**config.mk**
```make
export PLATFORM = sky130hd
export DESIGN_NAME = yctrl_fsm
export DESIGN_NICKNAME = d
export VERILOG_FILES = /design/src/rtl/yctrl_fsm.sv
export SDC_FILE = /design/constraint.sdc
export NUM_CORES = 1
export LEC_CHECK = 0
export CORE_MARGIN = 2
export CORE_UTILIZATION = 48
export DETAILED_ROUTE_END_ITERATION = 10
export PLACE_DENSITY_LB_ADDON = 0.08
export REMOVE_ABC_BUFFERS = 1
export SLEW_MARGIN = 20
export SYNTH_ARGS = -nofsm -noshare
export SYNTH_HDL_FRONTEND = slang
export SYNTH_SLANG_ARGS = --single-unit
```
**constraint.sdc**
```tcl
create_clock -name clk -period 2.9 [get_ports clk]
set_input_delay 0.87 -clock clk [delete_from_list [all_inputs] [get_ports clk]]
set_output_delay 0.87 -clock clk [all_outputs]
set_load 0.05 [all_outputs]
```
**src/rtl/yctrl_fsm.sv**
```systemverilog
// rtl/yctrl_fsm.sv - multi-cycle control FSM for the yPC/yIF/yID/yEX/yDM/yWB datapath
// Registered control outputs describe the state currently occupied; next outputs are decoded from next state and IR.
module yctrl_fsm #(
  parameter int CNT_W           = 16,
  parameter int ENTRY_CYCLES    = 1,
  parameter int MAX_INS         = 0,
  parameter int HALT_ON_ILLEGAL = 1
) (
  input  logic             clk,
  input  logic             rst,
  input  logic [31:0]      ins,
  input  logic             zero,
  output logic             RegWrite,
  output logic             ALUSrc,
  output logic [2:0]       op,
  output logic             MemRead,
  output logic             MemWrite,
  output logic             Mem2Reg,
  output logic             isBranch,
  output logic             isJump,
  output logic             INT,
  output logic             IRWrite,
  output logic             PCWrite,
  output logic             ins_done,
  output logic             halted,
  output logic [CNT_W-1:0] ins_count
);

  typedef enum logic [2:0] {
    S_ENTRY, S_FETCH, S_DECODE, S_EXEC, S_MEM, S_WB, S_HALT
  } state_t;

  typedef enum logic [2:0] {
    C_R, C_I, C_LW, C_SW, C_BEQ, C_JAL, C_ILL
  } cls_t;

  localparam int EW = $clog2(ENTRY_CYCLES + 2);

  state_t          state, nstate, retire_to;
  cls_t            cls;
  logic [EW-1:0]   ecnt;
  logic [6:0]      ir_opc, cw_opc;
  logic [2:0]      ir_f3, cw_f3;
  logic            ir_b30, cw_b30;
  logic [2:0]      aop;
  logic            nlast, in_seq, in_ex;
  logic [CNT_W-1:0] cnt_inc;
  logic            unused_bits;

  // zero is consumed by yPC directly; only opcode, funct3 and bit 30 matter here.
  assign unused_bits = ^{zero, ins[31], ins[29:15], ins[11:7]};

  always_comb begin
    // In FETCH the word being captured this edge drives the DECODE outputs.
    cw_opc  = (state == S_FETCH) ? ins[6:0]   : ir_opc;
    cw_f3   = (state == S_FETCH) ? ins[14:12] : ir_f3;
    cw_b30  = (state == S_FETCH) ? ins[30]    : ir_b30;
    cls     = C_ILL;
    aop     = 3'b000;
    case (cw_opc)
      7'h33: begin
        case (cw_f3)
          3'b110:  begin cls = C_R; aop = 3'b001; end
          3'b111:  begin cls = C_R; aop = 3'b000; end
          3'b000:  begin cls = C_R; aop = cw_b30 ? 3'b110 : 3'b010; end
          default: begin cls = C_ILL; aop = 3'b000; end
        endcase
      end
      7'h13:   begin cls = C_I;   aop = 3'b010; end
      7'h03:   begin cls = C_LW;  aop = 3'b010; end
      7'h23:   begin cls = C_SW;  aop = 3'b010; end
      7'h63:   begin cls = C_BEQ; aop = 3'b110; end
      7'h6F:   begin cls = C_JAL; aop = 3'b000; end
      default: begin cls = C_ILL; aop = 3'b000; end
    endcase

    cnt_inc   = (ins_count == '1) ? ins_count : ins_count + 1'b1;
    retire_to = ((MAX_INS != 0) && (cnt_inc == CNT_W'(MAX_INS))) ? S_HALT : S_FETCH;

    nstate = state;
    case (state)
      S_ENTRY:  nstate = (ecnt < EW'(ENTRY_CYCLES)) ? S_ENTRY : S_FETCH;
      S_FETCH:  nstate = S_DECODE;
      S_DECODE: begin
        if (ins_done)                                      nstate = retire_to;
        else if (cls == C_ILL && HALT_ON_ILLEGAL != 0)     nstate = S_HALT;
        else                                               nstate = S_EXEC;
      end
      S_EXEC: begin
        if (ins_done)                                      nstate = retire_to;
        else if (cls == C_LW || cls == C_SW)               nstate = S_MEM;
        else                                               nstate = S_WB;
      end
      S_MEM:    nstate = ins_done ? retire_to : S_WB;
      S_WB:     nstate = retire_to;
      S_HALT:   nstate = S_HALT;
      default:  nstate = S_ENTRY;
    endcase

    nlast  = (nstate == S_DECODE && cls == C_ILL && HALT_ON_ILLEGAL == 0) ||
             (nstate == S_EXEC && (cls == C_BEQ || cls == C_JAL)) ||
             (nstate == S_MEM && cls == C_SW) ||
             (nstate == S_WB);
    in_seq = (nstate == S_DECODE) || (nstate == S_EXEC) || (nstate == S_MEM) || (nstate == S_WB);
    in_ex  = (nstate == S_EXEC) || (nstate == S_MEM) || (nstate == S_WB);
  end

  always_ff @(posedge clk) begin
    if (rst) begin
      state     <= S_ENTRY;
      ecnt      <= '0;
      ir_opc    <= '0;
      ir_f3     <= '0;
      ir_b30    <= 1'b0;
      RegWrite  <= 1'b0;
      ALUSrc    <= 1'b0;
      op        <= 3'b000;
      MemRead   <= 1'b0;
      MemWrite  <= 1'b0;
      Mem2Reg   <= 1'b0;
      isBranch  <= 1'b0;
      isJump    <= 1'b0;
      INT       <= 1'b0;
      IRWrite   <= 1'b0;
      PCWrite   <= 1'b0;
      ins_done  <= 1'b0;
      halted    <= 1'b0;
      ins_count <= '0;
    end else begin
      state <= nstate;
      if (state == S_ENTRY && nstate == S_ENTRY)
        ecnt <= ecnt + 1'b1;
      if (state == S_FETCH) begin
        ir_opc <= ins[6:0];
        ir_f3  <= ins[14:12];
        ir_b30 <= ins[30];
      end
      if (ins_done)
        ins_count <= cnt_inc;
      RegWrite <= (nstate == S_WB);
      ALUSrc   <= in_ex && (cls == C_I || cls == C_LW || cls == C_SW);
      op       <= in_seq ? aop : 3'b000;
      MemRead  <= (nstate == S_MEM || nstate == S_WB) && cls == C_LW;
      MemWrite <= (nstate == S_MEM) && cls == C_SW;
      Mem2Reg  <= (nstate == S_WB) && cls == C_LW;
      isBranch <= (nstate == S_EXEC) && cls == C_BEQ;
      isJump   <= (nstate == S_EXEC) && cls == C_JAL;
      INT      <= (nstate == S_ENTRY);
      IRWrite  <= (nstate == S_FETCH);
      PCWrite  <= (nstate == S_ENTRY) || nlast;
      ins_done <= nlast;
      halted   <= (nstate == S_HALT);
    end
  end

endmodule

```
* Word level (Yosys, flattened, before mapping) *
Cells that the tools add are included.

storage, ports and cells
  bits in registers = 47
  word-level logic and storage cells = 94
  output and inout port bits = 31
  bits of input ports = 35

cells by class
  reduce and logical (&&, ||, !) cells = 28
  equal/unequal tests = 27
  muxes and demuxes = 15
  magnitude comparators = 1
  add/subtract/negate cells = 2
  bitwise operators = 2

operators with widths
  operator                 count
  $eq A3 B3 Y1 const B     11
  $mux W3                  7
  $pmux W3 S7              1
  $eq A3 B2 Y1 const B     6
  $pmux W3 S6              1
  $add A16 B1 Y16 const B  1
  $eq A16 B16 Y1 const B   1
  $eq A7 B6 Y1 const B     2
  $eq A7 B7 Y1 const B     2
  $logic_or A1 B1 Y1       13
  $eq A3 B1 Y1 const B     3
  $logic_not A3 Y1         3
  $pmux W3 S3              1
  $logic_and A1 B1 Y1      8
  $eq A7 B2 Y1 const B     1
  $eq A7 B5 Y1 const B     1
  $mux W7                  1
  $pmux W3 S2              1
  $reduce_or A3 Y1         2
  $mux W1                  3
  $add A2 B1 Y2 const B    1
  $lt A2 B1 Y1 const B     1
  $not A1 Y1               2
  $reduce_and A2 Y1        1
  $reduce_or A2 Y1         1

* Logic depth before layout (Yosys ltp) *
Gate-level depths: netlist of run 1.

  word-level depth = 17
  depth in mapped cells = 8

* Worst setup path before layout of run 1 *
No wires, ideal clock.

  kind = input to register
  from = input port ins[2]
  to = register PCWrite
  slack = 0.368 ns
  stages on the path = 6
  setup time = 0.129 ns
  data arrival time = 2.404 ns
  path buffers = 0
  cell sequence = or4bb_1 o32a_1 a311o_1 o211a_1 o21ai_2 o21bai_1

on the way
  longest elaborated chain between the ends = 13
  elaborated cells on any way between the ends = 29

RTL lines
  what                                                 line      RTL
  start: declaration                                   11        input logic [31:0] ins,
  $mux W7 (*)                                          -
  $eq A7 B7 Y1, or another cell as far along           60        case (cw_opc)
  $pmux W3 S6 (*)                                      60
  $eq A3 B2 Y1 (on tied branches)                      91, 102
  $logic_or A1 B1 Y1                                   91        else if (cls == C_LW || cls == C_SW) nstate = S_MEM;
  $mux W1                                              91
  $mux W3                                              90        if (ins_done) nstate = retire_to;
  $pmux W3 S7                                          81        case (state)
  $eq A3 B2 Y1 / $eq A3 B3 Y1 (equally long branches)  101, 102
  $logic_and A1 B1 Y1 (on tied branches)               101, 102
  $logic_or A1 B1 Y1                                   101       (nstate == S_EXEC && (cls == C_BEQ || cls == C_JAL)) ||
  $logic_or A1 B1 Y1                                   102       (nstate == S_MEM && cls == C_SW) ||
  $logic_or A1 B1 Y1 (*)                               150       PCWrite <= (nstate == S_ENTRY) || nlast;
  end signal: assignment                               150
  end: declaration                                     23        output logic PCWrite,

Every way passes the cells marked *; elsewhere a longest branch is shown, timed or not.
A chain may end at the register's enable or synchronous reset.

* Worst setup path after layout of run 1 *
  from = input port ins[0]
  to = register op[1]

on the way
  longest elaborated chain between the ends = 14
  elaborated cells on any way between the ends = 28

RTL lines
  what                                        line  RTL
  $mux W7 (*)                                 -
  $eq A7 B7 Y1, or another cell as far along  60
  $pmux W3 S6                                 60
  $eq A3 B2 Y1                                91
  $logic_or A1 B1 Y1                          91
  $mux W1                                     91
  $mux W3                                     90
  $pmux W3 S7                                 81
  $eq A3 B2 Y1                                104   in_seq = (nstate == S_DECODE) || (nstate == S_EXEC) || (nstate == S_MEM) || (nstate == S_WB);
  $logic_or A1 B1 Y1 (3 in series)            104
  $not A1 Y1 (no source line)                 -
  $reduce_or A2 Y1 (no source line)           -
  end signal: assignment                      142   op <= in_seq ? aop : 3'b000;
  end: declaration                            15    output logic [2:0] op,

Marked as above.

==> impl_metrics.ini, run 1 <==
[routing]
drt-vias-per-instance = 5.33
routedWlPerCell_um = 13.3
drtIter0Drc = 118
drc = 0
ant_nets = 0
drt-total-wl_um = 5540
vias = 2210
drt-pass1-iter-count = 4

[cells_and_area]
antennaDiodeCount = 0
stdcell_count = 415
final_layout_size_suffix_gt1_share_pct = 13.8
final_core_util_pct = 66.4
area_growth_pct = 33.0
finalNetCount = 384

[placed_design]
dp_cells = 407
dp_slack_ns = -0.309
hpwl_um = 4000
place_congestion = 0.877
io_buffers = 43

[synthesis]
yosysSeqAreaShare_pct = 39.9
synth_seq_cells = 47
yosys_most_used_dff = dfxtp_1
synth_top_area_cell = dfxtp_1
yosysMostFrequentCell = dfxtp_1
avgSynthCellArea_um2 = 8.27
netlist_instances = 285
synth_cell_type_count = 57
synth_area_leaders = dfxtp_1 (40%), xnor2_1 (5.9%), nand2_1 (5.6%)
synth_commonest_cells = dfxtp_1 (47), nand2_1 (35), nor2_1 (35)
syn_area_um2 = 2360
yosysWarnings = 0
synth_edf_count = 0
yosysTopAreaCellShare_pct = 39.9
synthArstFlopShare_pct = 0

[sta]
relSlewSlack_pct = 62.5
fin_crit_ns = 2.81
rsz0062_at_grt = no
finClkSkew_ns = 0.00375
max_freq_mhz = 356
drv_slew = 0
setup_viol = 0
finalWorstSetupSlack_ns = 0.0895
finalHoldViolations = 0
period_share_pct = 96.9
tightest_slew_ns = 0.554

[clock_network]
cts-htree-levels = 2
cts-root-buf = clkbuf_8
clk_path_buf_depth = 2
cts_buffers = 5
path_clk_slew_ns = 0.09
cts_tree = done
holdBufCountCts = 0
worstSkewPairLatency_ns = 0.30
clock-sinks = 47

[floorplanning]
die_w_um = 74.1
ios = 66
start_util_pct = 49.9
fp-row-count = 25
die_y_um = 74.1
die_area_um2 = 5490
core_area_um2 = 4720

[worst_setup_path]
cp-startpoint = ins[0]
path_cells = clkdlybuf4s50_1 -> or4bb_1 -> o32a_1 -> a311o_1 -> o211ai_2 -> a21oi_2 -> nor4_2
slowest_stage = or4bb_1
crit_required_ns = 3.11
critPathLaunchType = primary input
cp.arrival_ns = 3.02
r2r-start = state[0]$_SDFF_PP0_
cp_num_buf_inv = 1
end_kind = flip-flop
critPathKind = in2reg
cp_top_family = compound AO/OA/AOI/OAI gates
path_max_fanout = 3
slowest_delay_ns = 0.56

[pwr]
ir_worst_vdd_mv = 0.315
leakagePower_nw = 1.07
finalPower_mw = 2.15
power_density_nw_per_um2 = 684

[hold_path]
worstHoldStart = ir_opc[1]$_SDFF_PP0_
hp-class = reg2reg

[global_routing]
grt_max_degree = 36
grt_pass1_vias = 2120
overflow = 0
antenna_found_initial = 0
grtUsageTotal_pct = 21.4
grt_pass1_wl_um = 9220

[outcome]
status = complete, no violations

[run]
drv_cap = 0
-- sequential cells by signal (all words and copies together) (netlist names) --
register   count
INT            1
ALUSrc         1
RegWrite       1
ecnt           2
ir_f3          3
MemWrite       1
ir_b30         1
isJump         1
state          3
PCWrite        1
ins_done       1
IRWrite        1
halted         1
isBranch       1
ir_opc         7
Mem2Reg        1
op             3
ins_count     16
MemRead        1
-- power by group --
| group | internal (mW) | switching (mW) | total, mW |
|---|---|---|---|
| Sequential | 0.726 | 0.0827 | 0.809 |
| Combinational | 0.346 | 0.505 | 0.851 |
| Clock | 0.257 | 0.229 | 0.486 |
-- tightest hold or removal path, cell delays in order, from the launching register on --
cell     delay [ns]
dfxtp_1        0.33
nand2_1        0.05
a21oi_1        0.05
-- through the flow --
step	area, um2	hold slack, ns	TNS (ns)
after floorplan	2300	0.439	0
after global placement	3010	0.457	-2.21
after detailed placement	3010	0.462	-2.57
after CTS	3120	0.475	0
after global routing	3140	0.518	0
final	3140	0.476	0
-- cells by family (layout without fill, tap and decap cells) --
kind of cell,count (synthesis),count (layout),share of synthesized area (%)
AOI/OAI and AO/OA,60,60,18.6
xor gates and xnor gates,17,17,6.32
adders and majority gates,2,2,1.06
buffers and inverters,26,89,4.51
DFF,47,47,39.9
muxes,4,4,1.70
and+or+nand+nor,129,129,27.9
-- path summary, 6_finish.rpt --
| check | to | slack, ns | cells past startpoint |
|---|---|---|---|
| worst max-delay path | op[1]$_SDFF_PP0_ | 0.09 | 7 |
| worst min-delay path | ir_opc[1]$_SDFF_PP0_ | 0.48 | 2 |
| worst max register to register | isBranch$_SDFF_PP0_ | 0.67 | 8 |
| worst min register to register | ir_opc[1]$_SDFF_PP0_ | 0.48 | 2 |
-- cells in the final DEF (no fill, tap or decap), types with 4 or more instances in the layout --
cell type        count
or3_1                4
clkdlybuf4s50_1     43
dfxtp_1             47
xnor2_1             16
nand2_1             35
nand2b_1             4
nand3_1              7
a21oi_1             19
nor4_1               6
nor3_1              15
clkbuf_8             5
nor2_1              35
inv_1               12
buf_4               26
mux2i_1              4
-- layer usage --
layer	track usage, %	part of all wire [%]	vias up
met4	8.69	1.3	0
met3	5.15	6.8	7
li1	-	-	1132
met2	36.4	47	61
met5	0	0	-
met1	26.1	45	1010
-- layout make-up --
| class | count | area, um2 |
|---|---|---|
| clock buffer | 5 | 68.8 |
| clock inverter | 3 | 43.8 |
| fill | 433 | 1590 |
| inverter | 12 | 45.0 |
| multi-input combinational | 212 | 1330 |
| sequential | 47 | 941 |
| tap | 67 | 83.8 |
| timing repair buffer | 69 | 626 |
-- what timing repair did --
item | in CTS | in global routing
setup endpoints to repair | 0 | 4
buffers inserted | 0 | 0
resized for setup | 0 | 3
Power figures use the tool's default switching activity.
==> inputs of run 2 (changes only) <==
--- a/config.mk
+++ b/config.mk
@@ -5,7 +5,6 @@
 export SDC_FILE = /design/constraint.sdc
 export NUM_CORES = 1
 export LEC_CHECK = 0
-export CORE_MARGIN = 2
 export CORE_UTILIZATION = 48
 export DETAILED_ROUTE_END_ITERATION = 10
 export PLACE_DENSITY_LB_ADDON = 0.08
==> run 2 against run 1 <==
Register-to-register slack worse by 0.17 ns; sequential cell count stayed put; fmax is 0.15% higher; critical path depth stayed put; count of clock-buffer cells in the layout is 2 higher; die area is 5.3% lower; clock power is 20% lower; critical path type unchanged; largest cell class unchanged.
==> impl_metrics.ini, run 2 (synthesized netlist as in run 1, its figures left out) <==
[cells_and_area]
final_core_util_pct = 64.7
largest_register = ins_count
final_common_cell = dfxtp_1
mostFrequentLayoutCells = dfxtp_1 (47), clkdlybuf4s50_1 (43), nand2_1 (35), nor2_1 (35)
area_growth_pct = 29.7
largest_reg_flops = 16
finalNetCount = 377
antennaDiodeCount = 0
stdcell_count = 408
reg_top3 = ins_count: 16 flops, ir_opc: 7 flops
final_layout_size_suffix_gt1_share_pct = 11.4

[clock_network]
path_clk_slew_ns = 0.08
worstSkewPairLatency_ns = 0.31
cts_buffers = 5
clock-sinks = 47
cts-htree-levels = 2
cts_setup_buffers = 0
cts_tree = done
clk_path_buf_depth = 2
cts-root-buf = clkbuf_8

[routing]
drt-vias-per-instance = 5.35
vias = 2181
ant_nets = 0
drt-total-wl_um = 5320
drtIter0Drc = 142
drc = 0
routedWlPerCell_um = 13.0
drt-pass1-iter-count = 4

[outcome]
status = complete, no violations

[floorplanning]
start_util_pct = 49.9
core_area_um2 = 4720
ios = 66
die_area_um2 = 5200
fp-row-count = 25
die_w_um = 72.1
die_y_um = 72.1

[sta]
finalHoldViolations = 0
whs_ns = 0.472
fin_crit_ns = 2.81
tns_ns = 0
tightest_slew_ns = 0.547
period_share_pct = 96.8
setup_viol = 0
finClkSkew_ns = 0.0140
max_freq_mhz = 356
drv_slew = 0
relSlewSlack_pct = 63.0

[global_routing]
grt_max_degree = 37
grt_pass1_vias = 1943
overflow = 0
grt_pass1_wl_um = 8910
antenna_found_initial = 0
grtUsageTotal_pct = 22.1

[pwr]
p_sw_share_pct = 39.4
sequentialPowerShare_pct = 40.6
ir_worst_vdd_mv = 0.361
power_switching_uw = 802
clkPwrFrac_pct = 19.1
finalPower_mw = 2.03
comb_power_share_pct = 40.3
leakagePower_nw = 1.02
internal-power_mw = 1.23
power_density_nw_per_um2 = 666

[run]
drv_cap = 0

[worst_setup_path]
crit_required_ns = 3.15
critPathKind = in2reg
cp.arrival_ns = 3.06
path_max_fanout = 4
critPathLaunchType = primary input
end_kind = flip-flop

[hold_path]
hp-class = reg2reg

[placed_design]
dp_cells = 400
place_congestion = 0.874
hpwl_um = 3720
io_buffers = 43
[run 2: cell types whose count changed in the layout (fill, tap and decap cells not counted), sizes merged]
cell and change:
clkinv -1, clkbuf +2, bufinv -1, buf -7
[run 2: timing repair]
item	in CTS	in global routing
hold buffers	0	0
setup endpoints to repair	0	6
resized for setup	0	4
[run 2: critical path, cell delays in order]
cell and delay (ns):
clkdlybuf4s50_1 0.48, or4bb_4 0.56, o32a_1 0.22, a311o_1 0.38, o211a_1 0.20, o21ai_4 0.21
and2_1 0.14
[run 2: area by class of cell]
class	count	area [um2]
flip-flops and latches	47	941
clock buffers	7	76.3
clock inverters	1	5.00
inverters	12	45.0
repair buffers	62	573
fillers	436	1670
multi-input cells	212	1330
well taps	67	83.8
[run 2: per-layer routing]
metal | part of all wire [%] | GRT usage, %
met1 | 48 | 27.8
met2 | 46 | 36.3
met3 | 4.8 | 5.00
met4 | 1.7 | 9.15
met5 | 0 | 0
[run 2: path summary, 6_finish.rpt]
kind	start	endpoint	slack [ns]	depth (start not counted)
max	ins[0]	Mem2Reg$_SDFF_PP0_	0.09	7
min	ir_f3[0]$_SDFF_PP0_	ir_f3[0]$_SDFF_PP0_	0.47	2
min reg2reg	ir_f3[0]$_SDFF_PP0_	ir_f3[0]$_SDFF_PP0_	0.47	2
max reg2reg	state[0]$_SDFF_PP0_	op[0]$_SDFF_PP0_	0.50	6
[run 2: power by group through the flow]
stage / sequential, mW / combinational [mW] / clock (mW)
floorplan: 0.896 / 0.481 / 0
global placement: 0.838 / 0.794 / 0
detailed placement: 0.839 / 0.797 / 0
CTS: 0.824 / 0.802 / 0.396
global route: 0.839 / 0.913 / 0.418
finish: 0.826 / 0.820 / 0.388
[run 2: metrics by stage]
step	worst slack, ns	cell area, um2
floorplan	0.368	2300
global placement	-0.224	2950
detailed placement	-0.219	2950
CTS	0.0901	3030
global route	-0.000195	3060
finish	0.0937	3060
==> inputs of run 3 (changes only) <==
--- a/config.mk
+++ b/config.mk
@@ -5,9 +5,11 @@
 export SDC_FILE = /design/constraint.sdc
 export NUM_CORES = 1
 export LEC_CHECK = 0
+export CORE_MARGIN = 2
 export CORE_UTILIZATION = 48
 export DETAILED_ROUTE_END_ITERATION = 10
 export PLACE_DENSITY_LB_ADDON = 0.08
+export RECOVER_POWER = 100
 export REMOVE_ABC_BUFFERS = 1
 export SLEW_MARGIN = 20
 export SYNTH_ARGS = -nofsm -noshare
==> run 3 against run 2 <==
Global-route usage down 0.62 points; first-iteration DRC count down 30%; sequential cell count did not move; utilization rose by 1.4 points; total power rose by 4.1%; via count increased by 1.0%.
==> impl_metrics.ini, run 3 (synthesized netlist as in run 1, its figures left out) <==
[floorplanning]
core_area_um2 = 4720
die_y_um = 74.1
ios = 66
die_area_um2 = 5490
fp-row-count = 25
start_util_pct = 49.9
die_w_um = 74.1

[hold_path]
hp-class = reg2reg
hold_path_end = ir_opc[1]$_SDFF_PP0_
whs_path_depth = 2
worstHoldStart = ir_opc[1]$_SDFF_PP0_

[pwr]
comb_power_share_pct = 39.0
sequentialPowerShare_pct = 38.1
ir_worst_vdd_mv = 0.302
power_switching_uw = 811
clkPwrFrac_pct = 22.9
leakagePower_nw = 1.17
p_sw_share_pct = 38.3
power_density_nw_per_um2 = 678
internal-power_mw = 1.31

[sta]
finClkSkew_ns = 0.00412
finalWorstSetupSlack_ns = 0.0877
period_share_pct = 97.0
tightest_slew_ns = 0.738
tns_ns = 0
finalHoldViolations = 0
rsz0062_at_grt = no
setup_viol = 0
max_freq_mhz = 356
drv_slew = 0
relSlewSlack_pct = 50.8
fin_crit_ns = 2.81

[cells_and_area]
area_growth_pct = 32.4
finalNetCount = 384
final_common_cell = dfxtp_1
largest_register = ins_count
final_layout_size_suffix_gt1_share_pct = 12.9
reg_top3 = ins_count: 16 flops, ir_opc: 7 flops
largest_reg_flops = 16
nFillCells = 437
antennaDiodeCount = 0
mostFrequentLayoutCells = dfxtp_1 (47), nand2_1 (35), nor2_1 (35)

[clock_network]
cts_tree = done
cts_setup_buffers = 0
cts-htree-levels = 2
clock-sinks = 47
path_clk_slew_ns = 0.09
cts_buffers = 5
cts-root-buf = clkbuf_8
worstSkewPairLatency_ns = 0.30
clk_path_buf_depth = 2

[worst_setup_path]
path_max_fanout = 4
critPathLaunchType = primary input
r2r-end = isBranch$_SDFF_PP0_
r2r-start = state[0]$_SDFF_PP0_
crit_required_ns = 3.10
cp.arrival_ns = 3.02
worst_r2r_path_depth = 8
end_kind = flip-flop
critPathKind = in2reg
reg2reg_slack_ns = 0.61

[global_routing]
overflow = 0
antenna_found_initial = 0
grt_pass1_vias = 2120
grt_max_degree = 36
grtUsageTotal_pct = 21.4
grt_pass1_wl_um = 9220

[routing]
drt-total-wl_um = 5480
drc = 0
vias = 2203
drt-vias-per-instance = 5.31
drt-pass1-iter-count = 4
routedWlPerCell_um = 13.2
ant_nets = 0
drtIter0Drc = 100

[placed_design]
hpwl_um = 4000
place_congestion = 0.877
dp_slack_ns = -0.309
io_buffers = 43

[run]
drv_cap = 0

[outcome]
status = complete, no violations
-- run 3: how the worst max path moves through the flow --
stage | end | slack, ns | startpoint | cells after the start
detailed placement | op[1]$_SDFF_PP0_ | -0.31 | ins[0] | 7
CTS | op[1]$_SDFF_PP0_ | 0.0006 | ins[0] | 7
floorplan | PCWrite$_SDFF_PP0_ | 0.37 | ins[2] | 6
finish | op[1]$_SDFF_PP0_ | 0.09 | ins[6] | 7
global placement | op[1]$_SDFF_PP0_ | -0.28 | ins[0] | 7
global route | PCWrite$_SDFF_PP0_ | 0.009 | ins[6] | 7
-- run 3: timing repair --
item	CTS	global route
hold buffers	0	0
endpoints found under the setup margin	0	4
resized for setup	0	3
-- run 3: worst max-delay path, stage by stage --
cell	delay, ns
clkdlybuf4s50_1	0.44
or4b_1	0.61
o32a_1	0.21
a311o_1	0.38
o211ai_2	0.14
a21oi_2	0.13
nor4_2	0.26
-- run 3: layer usage --
metal	share of wire (%)	track usage [%]	vias up
met1	45	26.1	1004
met4	1.4	8.69	0
met5	0	0	-
li1	-	-	1134
met2	47	36.4	58
met3	6.5	5.15	7
-- run 3: power groups by stage --
stage | Clock, mW | Combinational (mW) | Sequential [mW]
3_5_place_dp | 0 | 0.840 | 0.821
4_1_cts | 0.499 | 0.844 | 0.805
3_3_place_gp | 0 | 0.831 | 0.819
2_1_floorplan | 0 | 0.481 | 0.896
5_1_grt | 0.523 | 0.920 | 0.818
6_report | 0.485 | 0.826 | 0.807
-- run 3: layout make-up --
cell class,instances,area (um2),area share (%)
clock inverters,3,43.8,1.40
clock buffers,5,68.8,2.20
repair buffers,69,616,19.7
inverters,12,45.0,1.44
multi-input cells,212,1320,42.4
well taps,67,83.8,2.69
flip-flops and latches,47,941,30.1
-- run 3: stage by stage --
step                instance area (um2)  total power [mW]  utilization, %  instances  hold WS, ns
detailed placement                 3010              1.66            63.6        407        0.462
CTS                                3120              2.15            66.0        415        0.475
finish                             3120              2.12            66.1        415        0.475
floorplan                          2300              1.38               -        271        0.439
global placement                   3010              1.65            63.6        407        0.457
global route                       3120              2.26            66.1        415        0.518
